File: config.mk
export PLATFORM = sky130hd
export DESIGN_NAME = branch_ctrl
export DESIGN_NICKNAME = d
export VERILOG_FILES = /design/src/rtl/cpu_pkg.sv /design/src/rtl/branch_lut.sv /design/src/rtl/branch_ctrl.sv
export SDC_FILE = /design/constraint.sdc
export NUM_CORES = 1
export LEC_CHECK = 0
export BUFFER_PORTS_ARGS = -buffer_cell sky130_fd_sc_hd__buf_4
export CAP_MARGIN = 0
export CORE_MARGIN = 4
export CORE_UTILIZATION = 25
export DETAILED_ROUTE_END_ITERATION = 10
export GPL_TIMING_DRIVEN = 0
export SYNTH_ARGS = -nofsm -noshare
export SYNTH_HDL_FRONTEND = slang
export SYNTH_SLANG_ARGS = --single-unit
File: constraint.sdc
create_clock -name clk -period 3.45 [get_ports clk]
set_input_delay 0.345 -clock clk [delete_from_list [all_inputs] [get_ports clk]]
set_output_delay 0.345 -clock clk [all_outputs]
set_load 0.05 [all_outputs]
File: src/rtl/cpu_pkg.sv
// rtl/cpu_pkg.sv - shared opcodes, condition codes and sequencer states for the branch controller
package cpu_pkg;

    localparam logic [2:0] OP_BRR     = 3'b101;
    localparam logic [2:0] OP_BRA     = 3'b111;
    localparam logic [2:0] OP_CMP     = 3'b110;
    localparam logic [8:0] HALT_INSTR = 9'b100_111111;

    typedef enum logic [1:0] {
        C_NEVER = 2'b00,
        C_EQ    = 2'b01,
        C_LT    = 2'b10,
        C_GT    = 2'b11
    } cond_e;

    typedef enum logic [1:0] {
        IDLE  = 2'b00,
        ARMED = 2'b01,
        RUN   = 2'b10,
        DONE  = 2'b11
    } seq_state_e;

endpackage

File: src/rtl/branch_lut.sv
// rtl/branch_lut.sv - absolute branch target table, one write port and one asynchronous read port
module branch_lut #(
    parameter int PC_WIDTH  = 12,
    parameter int LUT_DEPTH = 16
) (
    input  logic                clk,
    input  logic                reset,
    input  logic                we,
    input  logic [3:0]          waddr,
    input  logic [PC_WIDTH-1:0] wdata,
    input  logic [3:0]          raddr,
    output logic [PC_WIDTH-1:0] rdata
);

    logic [PC_WIDTH-1:0] mem [LUT_DEPTH];

    // Table storage; reset clears every entry and takes priority over a write.
    always_ff @(posedge clk) begin
        if (reset) begin
            for (int i = 0; i < LUT_DEPTH; i++) begin
                mem[i] <= '0;
            end
        end else if (we) begin
            mem[waddr] <= wdata;
        end
    end

    // Read sees the pre-edge contents, so a same-cycle write to this index returns the old value.
    assign rdata = mem[raddr];

endmodule

File: src/rtl/branch_ctrl.sv
// rtl/branch_ctrl.sv - branch/CMP/HALT decoder, flag register and program sequencer feeding the PC
module branch_ctrl #(
    parameter int PC_WIDTH  = 12,
    parameter int INSTR_W   = 9,
    parameter int DATA_W    = 8,
    parameter int LUT_DEPTH = 16
) (
    input  logic                clk,
    input  logic                reset,
    input  logic                start,
    output logic                done,
    input  logic [INSTR_W-1:0]  instr,
    input  logic [DATA_W-1:0]   cmp_a,
    input  logic [DATA_W-1:0]   cmp_b,
    input  logic                lut_we,
    input  logic [3:0]          lut_waddr,
    input  logic [PC_WIDTH-1:0] lut_wdata,
    output logic                pc_hold,
    output logic                EQ,
    output logic                LT,
    output logic                GT,
    output logic [1:0]          cond_sel,
    output logic                abs_branch_en,
    output logic                rel_branch_en,
    output logic [3:0]          rel_branch_offset,
    output logic [PC_WIDTH-1:0] next_pc,
    output logic [15:0]         run_cycles
);

    import cpu_pkg::*;

    seq_state_e state;
    seq_state_e state_next;
    logic       resume_skip;
    logic [2:0] opcode;
    logic       is_brr;
    logic       is_bra;
    logic       is_cmp;
    logic       is_halt;
    logic       in_run;
    logic       run_release;
    cond_e      cond;

    assign opcode      = instr[8:6];
    assign is_brr      = (opcode == OP_BRR);
    assign is_bra      = (opcode == OP_BRA);
    assign is_cmp      = (opcode == OP_CMP);
    assign is_halt     = (instr == HALT_INSTR);
    assign in_run      = (state == RUN);
    assign run_release = (state == ARMED) && !start;

    branch_lut #(
        .PC_WIDTH  (PC_WIDTH),
        .LUT_DEPTH (LUT_DEPTH)
    ) u_lut (
        .clk   (clk),
        .reset (reset),
        .we    (lut_we),
        .waddr (lut_waddr),
        .wdata (lut_wdata),
        .raddr (instr[3:0]),
        .rdata (next_pc)
    );

    // Sequencer state register.
    always_ff @(posedge clk) begin
        if (reset) begin
            state <= IDLE;
        end else begin
            state <= state_next;
        end
    end

    // Next-state and PC hold: the PC only advances while running, except the one
    // step past HALT taken at the start-release edge when resuming a program.
    always_comb begin
        state_next = state;
        pc_hold    = 1'b0;
        case (state)
            IDLE: begin
                pc_hold = 1'b1;
                if (start) state_next = ARMED;
            end
            ARMED: begin
                pc_hold = start | ~resume_skip;
                if (!start) state_next = RUN;
            end
            RUN: begin
                pc_hold = is_halt;
                if (is_halt) state_next = DONE;
            end
            DONE: begin
                pc_hold = 1'b1;
                if (start) state_next = ARMED;
            end
            default: begin
                pc_hold    = 1'b1;
                state_next = IDLE;
            end
        endcase
    end

    // Branch request decode; a branch only reaches the PC while running.
    always_comb begin
        cond          = C_NEVER;
        abs_branch_en = 1'b0;
        rel_branch_en = 1'b0;
        if (in_run && (is_brr || is_bra)) begin
            cond          = cond_e'(instr[5:4]);
            abs_branch_en = is_bra;
            rel_branch_en = is_brr;
        end
    end

    assign cond_sel          = cond;
    assign rel_branch_offset = instr[3:0];

    // Compare flags: updated one edge after a CMP, so a same-cycle branch uses the previous result.
    always_ff @(posedge clk) begin
        if (reset) begin
            EQ <= 1'b0;
            LT <= 1'b0;
            GT <= 1'b0;
        end else if (in_run && is_cmp) begin
            EQ <= (cmp_a == cmp_b);
            LT <= (cmp_a <  cmp_b);
            GT <= (cmp_a >  cmp_b);
        end
    end

    // Per-program run length, restarted when the program is released and saturating at all-ones.
    always_ff @(posedge clk) begin
        if (reset) begin
            run_cycles <= '0;
        end else if (run_release) begin
            run_cycles <= '0;
        end else if (in_run && run_cycles != 16'hFFFF) begin
            run_cycles <= run_cycles + 16'd1;
        end
    end

    // Halt handshake: done rises with the entry into DONE and drops once start is seen;
    // resume_skip remembers that the PC is parked on a HALT and must step over it on resume.
    always_ff @(posedge clk) begin
        if (reset) begin
            done        <= 1'b0;
            resume_skip <= 1'b0;
        end else begin
            if (in_run && is_halt) begin
                done        <= 1'b1;
                resume_skip <= 1'b1;
            end else begin
                if (state == DONE && start) done <= 1'b0;
                if (run_release) resume_skip <= 1'b0;
            end
        end
    end

endmodule

==> summary.md, run 1 <==
| Metric | Value |
|---|---|
| FF-to-FF Start | `run_cycles[0]$_SDFFE_PP0P_` |
| Largest net degree at the start of global routing | `14` |
| Clk pwr share | `0.412` |
| DPL Wire Length | `about 19 mm` |
| Placed inst area | `between 0.01 and 0.015 mm2` |
| Worst hold start | `reset` |
| Post-place setup slack | `836 ps` |
| Worst Path Arrival | `between 2000 and 2500 ps` |
| Relative slew slack | `0.564` |
| Worst reg2reg path endpoint | `run_cycles[1]$_SDFFE_PP0P_` |
| Internal Power | `just under 0.005 W` |
| Logic pwr share | `0.124` |
| Layout Cells excl Fill | `around 1400` |
| Worst path top cell family by delay | `compound AO/OA/AOI/OAI gates` |
| Die Area | `between 0.04 and 0.05 mm2` |
| Syn nets | `about 800` |
| Fin crit share | `0.795` |
| Reg2reg path depth | `6` |
| Die Width | `around 210 um` |
| Layout fillers | `about 4100` |
| Final Wtd Congestion | `roughly 0.8` |
| Unrepaired setup endpoints after global routing | `false` |
| Number of enable flip-flop cells after synthesis | `about 190` |
| Async S/R FF share, synth | `0` |
| Final worst setup slack | `709 ps` |
| Final setup vio count | `0` |
| Vias in the first global route | `about 6400` |
| Min-Delay Path Depth | `2` |
| Initial DRT Pass Iterations | `5` |
| Post-synthesis register bit count | `~220` |
| Worst slew pin tran | `about 650 ps` |
| Most common cell in the netlist | `and2_1` |
| Worst hold endpoint | `GT$_SDFFE_PP0P_` |
| Post-DR vias/cell | `around 4.4` |
| First-pass GRT wire length | `39.2 mm` |
| CP Class | `reg2out` |
| Power Density | `524 mW/mm2` |
| Maximum fanout along the worst path | `1` |
| Multi-input logic area | `0.00378 mm2` |
| Worst-Skew Late Latency | `around 520 ps` |
| CTS resizes | `0` |
| Minimum clock period | `about 2700 ps` |
| Initial antenna violation count | `0` |
| CTS max path bufs | `3` |
| Final WL | `25.9 mm` |
| Slowest stage cell, crit path | `mux4_2` |
| Critical path capture point type | `output pin` |
| Synthesized area per cell | `around 14 um2` |
| Synthesized cell area | `just over 0.01 mm2` |
| Antenna Cells | `0` |
| Sequential share of power | `0.464` |
| Final Cell Area | `approximately 0.012 mm2` |
| NetSw | `around 0.0016 W` |
| Final Util | `0.305` |
| Clock transition at path regs | `about 60 ps` |
| Post-CTS Hold Buffers | `0` |
| CTS sink count | `between 200 and 250` |
| Fmax | `~360 MHz` |
| Pins Over Slew Limit | `0` |
| Fin nets | `903` |
| H-tree lvl count | `1` |
| Lkg Pwr | `4.56 nW` |
| # port buffers | `83` |
| Worst setup SP type | `flop` |
| Num rows | `74` |
| Setup repair bufs after CTS | `0` |
| Layout area overhead | `20.6%` |
| ANT nets after route | `0` |
| Final Hold Fails | `0` |
| Cells after DPL | `1350` |
| Number of max-cap violations | `0` |
| Synth Flop Type | `edfxtp_1` |
| Clk_skew | `around 16 ps` |
| Worst-path cell chain | `mux4_2 > nor2b_1 > a211oi_1 > a21oi_1 > buf_4` |
| Hold Crit Class | `in2reg` |
| CP bufs+invs | `1` |
| Grt total ovfl | `0` |
| Cts bufs inserted | `25` |
| Sequential-to-total area share from yosys stat | `0.603` |
| CTS tree | `done` |
| Ys Warns | `0` |
| Maximum vdd drop | `between 0.4 and 0.5 mV` |
| Core area | `approximately 0.04 mm2` |
| Die Span Y | `about 210 um` |
| Distinct cells, synth | `47` |
| Ports | `86` |
| Initial DRC count | `approximately 420` |
| Via count | `a little over 6000` |
| DRC Markers | `0` |
| Post-synth top cells | `and2_1, edfxtp_1, nor2_1` |
| Share of layout cells above drive strength 1 | `0.234` |
| Critical Path RT | `just over 3000 ps` |
| Largest area contributor in the netlist | `edfxtp_1` |
| Initial Util | `0.253` |
| TNS Setup | `0 ps` |
| Top cell type's share of synthesized area | `0.558` |
| Reg-to-reg slack, setup | `between 1500 and 2000 ps` |
| FF/Latch Area | `roughly 0.0062 mm2` |
| Routed len/inst | `18.5 um` |
| Synth area leaders | `edfxtp_1, and2_1, mux4_2` |
| Clock root cell | `clkbuf_16` |
| Post-synthesis cell count | `about 740` |
| Switching Fraction | `0.245` |
| Status | `finished, final reports clean` |
| Crit-path max cell delay | `500 ps` |
| Gr usage total | `0.114` |
-- cell type report --
type | instances | area share
sequential | 215 | 0.499
multi-input combinational | 454 | 0.303
timing repair buffer | 83 | 0.0500
inverter | 11 | 0.00331
tap | 532 | 0.0534
clock buffer | 34 | 0.0562
buffer | 55 | 0.0230
clock inverter | 12 | 0.0114
-- per-stage QoR --
step                      hold WS (ps)  power [W]
after floorplan                    437    0.00360
after global placement             455    0.00389
after detailed placement           455    0.00390
after CTS                         93.0    0.00657
after global routing               115    0.00675
final                              113    0.00653
-- how the worst max path moves through the flow --
| stage | start | end | slack (ps) | depth (start not counted) |
|---|---|---|---|---|
| floorplan | instr[2] | next_pc[10] | 1170 | 5 |
| global placement | instr[2] | next_pc[6] | 820 | 7 |
| detailed placement | instr[2] | next_pc[6] | 840 | 7 |
| CTS | u_lut.mem[5][3]$_SDFFCE_PN0P_ | next_pc[3] | 740 | 5 |
| global route | u_lut.mem[5][3]$_SDFFCE_PN0P_ | next_pc[3] | 660 | 5 |
| finish | u_lut.mem[4][1]$_SDFFCE_PN0P_ | next_pc[1] | 710 | 5 |
-- cell families after synthesis --
family	synth area share
xor+xnor	0.0127
simple gates	0.184
buf+inv	0.0317
fa+ha+maj	0.0157
compound gates	0.0292
flops	0.603
mux	0.124
-- placed cells by master (no fill, tap or decap), drive strengths merged, types with 2 or more instances in the layout --
cell	netlist	final
clkbuf	33	67
a21oi	20	20
ha	13	13
edfxtp	192	192
and2	196	196
nand4	5	5
inv	11	13
nand4b	2	2
xor2	14	14
o21ai	7	7
or2	16	16
mux4	48	48
buf	22	105
a311oi	2	2
nor3	6	6
nor2	33	33
mux2i	14	14
and3	6	6
bufinv	0	3
nand2b	4	4
clkinv	0	7
dfxtp	23	23
nor2b	16	16
nand3b	2	2
o211ai	2	2
o2111ai	3	3
nand2	13	13
a211oi	12	12
nand3	8	8
and4	4	4
-- state kept, by name (all words and copies together), names as in the netlist --
name         cells
EQ               1
GT               1
state            2
done             1
resume_skip      1
LT               1
u_lut.mem      192
run_cycles      16
-- power groups by stage --
stage,Clock (W),Sequential [W],Combinational [W]
final,0.00269,0.00303,0.000807
after global placement,0,0.00308,0.000807
after global routing,0.00283,0.00305,0.000870
after CTS,0.00273,0.00303,0.000815
after floorplan,0,0.00309,0.000508
after detailed placement,0,0.00309,0.000811
-- metal layers --
metal	global-route usage	vias up	share of wire
met4	0.0253	0	0.021
met5	0	-	0
li1	-	2915	-
met3	0.0224	32	0.052
met1	0.155	3050	0.44
met2	0.192	141	0.49
Note: power is estimated with default switching activity, not from simulation.
==> run 2: changes to the inputs <==
Clock period 3.45 ns to 2.4 ns, I/O delays scaled along.
==> run 2 against run 1 <==
  * The flow now finishes with violations (setup timing)
  * Global-route usage increased by 0.072 points
  * Critical path depth unchanged
  * Flip-flop and latch count unchanged
  * Count of clock-buffer cells in the layout unchanged
  * Clock power increased by 44%
==> summary.md, run 2 (synthesis results as in run 1) <==
| Metric | Value |
|---|---|
| Final Hold Fails | `0 (unchanged)` |
| Gr usage total | `0.115 (+0.000721)` |
| Reg2reg path depth | `6 (unchanged)` |
| Clock root cell | `clkbuf_16` |
| Max reg flops | `192 (unchanged)` |
| Minimum clock period | `between 2000 and 2500 ps` |
| Power Density | `750 mW/mm2 (+43%)` |
| First-pass GRT wire length | `39.5 mm (+0.78%)` |
| Largest reg by FF count | `u_lut.mem` |
| DPL Wire Length | `18.6 mm (unchanged)` |
| Biggest regs | `u_lut.mem (192), run_cycles (16), state (2)` |
| Final Wtd Congestion | `0.803 (unchanged)` |
| Final Cell Area | `0.0126 mm2 (+1.1%)` |
| Fin nets | `904 (+0.11%)` |
| Maximum fanout along the worst path | `1 (unchanged)` |
| Crit. path cell count | `5 (unchanged)` |
| Initial antenna violation count | `0 (unchanged)` |
| Placed inst area | `0.0116 mm2 (unchanged)` |
| Worst setup SP type | `flop` |
| Relative slew slack | `0.430 (-0.135)` |
| Initial Util | `0.253 (unchanged)` |
| Post-DR vias/cell | `4.40 (+0.12%)` |
| Layout area overhead | `21.9%` |
| Lkg Pwr | `4.59 nW (+0.62%)` |
| Pins Over Slew Limit | `0 (unchanged)` |
| Via count | `6154 (+0.26%)` |
| Unrepaired setup endpoints after global routing | `true` |
| DRC Markers | `0 (unchanged)` |
| Slowest stage cell, crit path | `mux4_2` |
| Status | `finished, violations left` |
| Core area | `0.0408 mm2 (unchanged)` |
| Worst slew pin tran | `855 ps (+202 ps)` |
| CP Capture Point | `next_pc[1]` |
| Die Width | `211 um (unchanged)` |
| Worst-Skew Late Latency | `520 ps (about the same)` |
| PnR Total Power | `0.00944 W (+45%)` |
| Final worst setup slack | `-12.3 ps (-721 ps)` |
| Grt total ovfl | `0 (unchanged)` |
| Share of layout cells above drive strength 1 | `0.262 (+0.0286)` |
| Routed len/inst | `18.6 um (+0.59%)` |
| Ports | `86 (unchanged)` |
| TNS Setup | `-22.1 ps (-22.1 ps)` |
| Worst Path Arrival | `2170 ps (-230 ps)` |
| CP bufs+invs | `1 (unchanged)` |
| Worst path top cell family by delay | `multiplexers` |
| Die Span Y | `211 um (unchanged)` |
| Num rows | `74 (unchanged)` |
| H-tree lvl count | `1 (unchanged)` |
| Worst reg2reg path endpoint | `run_cycles[1]$_SDFFE_PP0P_` |
| CP startpoint | `u_lut.mem[4][1]$_SDFFCE_PN0P_` |
| FF/Latch Area | `0.00623 mm2 (unchanged)` |
| Largest net degree at the start of global routing | `14 (unchanged)` |
| Fin crit share | `1.01` |
| Failing checks | `setup timing` |
| Critical path capture point type | `output pin` |
| CTS sink count | `215 (unchanged)` |
| Min-Delay Path Depth | `4 (+2)` |
| Worst-path cell chain | `mux4_2 > nor2b_1 > a211oi_2 > a21oi_2 > buf_6` |
| # port buffers | `83 (unchanged)` |
| ANT nets after route | `0 (unchanged)` |
| Number of max-cap violations | `0 (unchanged)` |
| Clk_skew | `16.4 ps (+0.629 ps)` |
| Crit-path max cell delay | `500 ps (about the same)` |
| Layout fillers | `4073 (-0.24%)` |
| Clock transition at path regs | `60 ps (about the same)` |
| CTS tree | `done` |
| Vias in the first global route | `6439 (+0.99%)` |
| Final Util | `0.309 (+0.00325)` |
| Hold Crit Class | `in2reg` |
| CTS max path bufs | `3 (unchanged)` |
| Initial DRT Pass Iterations | `5 (unchanged)` |
| Commonest non-fill, non-tap cell in the layout | `and2_1` |
| Initial DRC count | `374 (-9.9%)` |
| Die Area | `0.0446 mm2 (unchanged)` |
| CP Class | `reg2out` |
| Most frequent cells in the layout | `and2_1, edfxtp_1, buf_4` |
| Critical Path RT | `2160 ps (-950 ps)` |
| Fmax | `415 MHz` |
| Multi-input logic area | `0.00388 mm2 (+2.6%)` |
| Final setup vio count | `2 (+2)` |
| Reg-to-reg slack, setup | `590 ps (-1030 ps)` |
| Cts bufs inserted | `25 (unchanged)` |
| Cells after DPL | `1350 (unchanged)` |
| Maximum vdd drop | `0.606 mV (+33%)` |
| FF-to-FF Start | `run_cycles[0]$_SDFFE_PP0P_` |
| Final WL | `26.1 mm (+0.73%)` |
| Layout Cells excl Fill | `1398 (+0.14%)` |
run 2: cell types whose count changed in the layout (fill, tap and decap cells not counted), moves of 2 or more:
cell      previous run  this run
a211oi_1            12         0
a211oi_2             0        11
a21oi_1             20        12
a21oi_2              0         8
buf_4               89        84
buf_6                3         8
clkbuf_1            34        32
clkbuf_2             1         3
nor2b_1             16        14
nor2b_2              0         2
run 2: report_power, final:
part	total [W]	switching, W	internal, W	leakage, nW
logic	0.00121	0.000752	0.000454	2.14
registers	0.00436	0.0000751	0.00428	2.02
clock network	0.00388	0.00150	0.00237	0.426
run 2: worst min path at each step:
stage,from,end,slack (ps)
after floorplan,reset,GT$_SDFFE_PP0P_,350
after global placement,LT$_SDFFE_PP0P_,LT$_SDFFE_PP0P_,450
after detailed placement,LT$_SDFFE_PP0P_,LT$_SDFFE_PP0P_,460
after CTS,start,done$_SDFFE_PP0P_,20
after global routing,start,done$_SDFFE_PP0P_,40
final,start,done$_SDFFE_PP0P_,40
run 2: worst reg2reg max path: stages, from the launching register on:
cell and delay (ps):
dfxtp_1 420, ha_1 220, and4_1 290, nand3_2 210, o21ai_1 300, mux2i_1 220, nor2_1 50
run 2: area by class of cell:
cell class / count / share of cell area
Sequential cell: 215 / 0.494
Clock inverter: 12 / 0.0113
Timing Repair Buffer: 84 / 0.0517
Antenna cell: 1 / 0.000199
Multi-Input combinational cell: 454 / 0.308
Clock buffer: 34 / 0.0556
Inverter: 11 / 0.00328
Tap cell: 532 / 0.0528
Buffer: 55 / 0.0229
run 2: repair_timing:
| action | 4_1_cts | 5_1_grt |
|---|---|---|
| gates cloned | 0 | 0 |
| pin swaps | 3 | 10 |
| hold buffers | 1 | 0 |
| endpoints found under the setup margin | 12 | 16 |
| hold endpoints to repair | 1 | 0 |
| buffers inserted | 0 | 0 |
| resized for setup | 22 | 10 |
run 2: stage by stage:
step | hold slack, ps | setup slack (ps)
global route | 44.1 | -82.2
finish | 42.8 | -12.3
global placement | 455 | -16.5
CTS | 16.0 | -38.4
detailed placement | 455 | -4.18
floorplan | 345 | 332
run 2: per-layer routing:
metal  GRT usage  vias to the layer above  part of all wire
met5           0                        -                 0
met4      0.0253                        0             0.021
met3      0.0224                       35             0.053
met2       0.194                      148              0.48
met1       0.155                     3062              0.44
li1            -                     2909                 -
==> run 3: changes to the inputs <==
Settings changed: CORE_MARGIN 4 to 2.
==> run 3 against run 2 <==
  * The run now ends clean
  * Count of clock-buffer cells in the layout shrank 9
  * Core utilization decreased by 0.54 points
  * Combinational power down 5%
  * Critical endpoint unchanged
  * Largest cell class unchanged
  * Via count shrank 2.2%
==> summary.md, run 3 (synthesis results as in run 1) <==
| Metric | Value |
|---|---|
| Status | `finished, final reports clean` |
| CP startpoint | `u_lut.mem[2][1]$_SDFFCE_PN0P_` |
| Pins Over Slew Limit | `0 (unchanged)` |
| Fmax | `422 MHz (+1.9%)` |
| Worst hold start | `start` |
| DRC Markers | `0 (unchanged)` |
| Maximum vdd drop | `0.537 mV (-11%)` |
| FF-to-FF Start | `run_cycles[0]$_SDFFE_PP0P_` |
| Fin crit share | `0.986 (-0.0189)` |
| Initial antenna violation count | `1 (+1)` |
| CP Class | `reg2out` |
| Initial DRT Pass Iterations | `4 (-1)` |
| Initial Util | `0.253 (unchanged)` |
| Largest net degree at the start of global routing | `14 (unchanged)` |
| Max reg flops | `192 (unchanged)` |
| Reg-to-reg slack, setup | `600 ps (about the same)` |
| Die Span Y | `207 um (-1.9%)` |
| Hold Crit Class | `in2reg` |
| Final Util | `0.303 (-0.00536)` |
| GRT busiest layer | `met2` |
| Largest reg by FF count | `u_lut.mem` |
| Routed len/inst | `17.2 um (-7.9%)` |
| GR Util met3 | `0.0151 (-0.00725)` |
| Worst setup SP type | `flop` |
| Grt total ovfl | `0 (unchanged)` |
| Final WL | `23.9 mm (-8.3%)` |
| Number of max-cap violations | `0 (unchanged)` |
| Final Wtd Congestion | `0.779 (-3.0%)` |
| Maximum fanout along the worst path | `1 (unchanged)` |
| Relative slew slack | `0.579 (+0.149)` |
| H-tree lvl count | `1 (unchanged)` |
| Biggest regs | `u_lut.mem (192), run_cycles (16), state (2)` |
| Commonest non-fill, non-tap cell in the layout | `and2_1` |
| Final setup vio count | `0 (-2)` |
| Via count | `6019 (-2.2%)` |
| Clock transition at path regs | `60 ps (about the same)` |
| Worst-Skew Late Latency | `520 ps (about the same)` |
| Most frequent cells in the layout | `and2_1, edfxtp_1, buf_4` |
| Die Width | `207 um (-1.9%)` |
| Worst reg2reg path endpoint | `run_cycles[1]$_SDFFE_PP0P_` |
| Critical path capture point type | `output pin` |
| Worst Path Arrival | `2130 ps (-40 ps)` |
| Unrepaired setup endpoints after global routing | `true` |
| Reg2reg path depth | `6 (unchanged)` |
| Gr usage total | `0.110 (-0.00502)` |
| # port buffers | `83 (unchanged)` |
| Clock root cell | `clkbuf_16` |
| Met1 Use GR | `0.136 (-0.0194)` |
| CTS max path bufs | `3 (unchanged)` |
| First-pass GRT wire length | `37.2 mm (-5.8%)` |
| Setup repair bufs after CTS | `0 (unchanged)` |
| Clk_skew | `11.2 ps (-5.13 ps)` |
| Worst hold endpoint | `done$_SDFFE_PP0P_` |
| Placed inst area | `0.0116 mm2 (unchanged)` |
| Grt met2 use | `0.199 (+0.00498)` |
| Final Cell Area | `0.0124 mm2 (-1.7%)` |
| Power Density | `721 mW/mm2 (-3.8%)` |
| Core area | `0.0408 mm2 (unchanged)` |
| Critical Path RT | `2160 ps (about the same)` |
| CTS sink count | `215 (unchanged)` |
| Minimum clock period | `2370 ps (-45.4 ps)` |
| Post-DR vias/cell | `4.32 (-1.8%)` |
| Vias in the first global route | `6538 (+1.5%)` |
| Share of layout cells above drive strength 1 | `0.229 (-0.0331)` |
| Initial DRC count | `317 (-15%)` |
| Ports | `86 (unchanged)` |
| Min-Delay Path Depth | `4 (unchanged)` |
| Fin nets | `902 (-0.22%)` |
| Lkg Pwr | `4.50 nW (-2.0%)` |
| DPL Wire Length | `18.0 mm (-2.8%)` |
| ANT nets after route | `0 (unchanged)` |
| CTS tree | `done` |
| Num rows | `74 (unchanged)` |
| Cts bufs inserted | `23 (-8.0%)` |
| Worst hold slack | `34.1 ps (-8.72 ps)` |
| Layout area overhead | `19.8%` |
| Final Hold Fails | `0 (unchanged)` |
| Die Area | `0.0430 mm2 (-3.8%)` |
| Worst slew pin tran | `632 ps (-224 ps)` |
run 3: timing repair:
| item | CTS | global route |
|---|---|---|
| hold buffers | 1 | 0 |
| resized for setup | 2 | 11 |
| endpoints found under the setup margin | 2 | 16 |
| hold endpoints to repair | 1 | 0 |
| pin swaps | 0 | 2 |
run 3: critical path: stages (launching register included):
cell,delay [ps]
edfxtp_1,400
mux4_1,550
a211oi_1,280
a21oi_1,130
buf_4,260
run 3: per-stage QoR:
step / worst slack [ps] / cells / total power (W) / setup TNS, ps
after floorplan: 332 / 735 / 0.00517 / 0
after global placement: 61.9 / 1350 / 0.00556 / 0
after detailed placement: 60.8 / 1350 / 0.00558 / 0
after CTS: 8.90 / 1391 / 0.00900 / 0
after global routing: -41.4 / 1391 / 0.00925 / -156
final: 33.1 / 1392 / 0.00893 / 0
run 3: worst max-delay path by stage:
stage                       end  slack (ps)  cells after the start
global placement     next_pc[3]          60                      7
finish               next_pc[1]          30                      4
CTS                  next_pc[9]           9                      4
global route         next_pc[1]         -40                      5
floorplan           next_pc[10]         330                      5
detailed placement   next_pc[5]          60                      7
run 3: where the power goes:
group	internal [W]	switching [W]	total, W
registers	0.00428	0.0000792	0.00436
logic	0.000438	0.000707	0.00115
clock network	0.00197	0.00145	0.00342
run 3: cell type report:
type	instances	area (um2)
plain buffers	55	293
inverters	11	41.3
flip-flops and latches	215	6230
repair buffers	84	637
clock buffers	25	583
fillers	4042	28500
clock inverters	15	129
well taps	532	666
multi-input cells	454	3800
diodes	1	2.50
run 3: routing by layer:
layer | up-vias | part of all wire | wire, um
li1 | 2896 | - | -
met1 | 2987 | 0.42 | 10000
met2 | 104 | 0.52 | 12400
met3 | 32 | 0.040 | 961
met4 | 0 | 0.019 | 460
met5 | - | 0 | 0
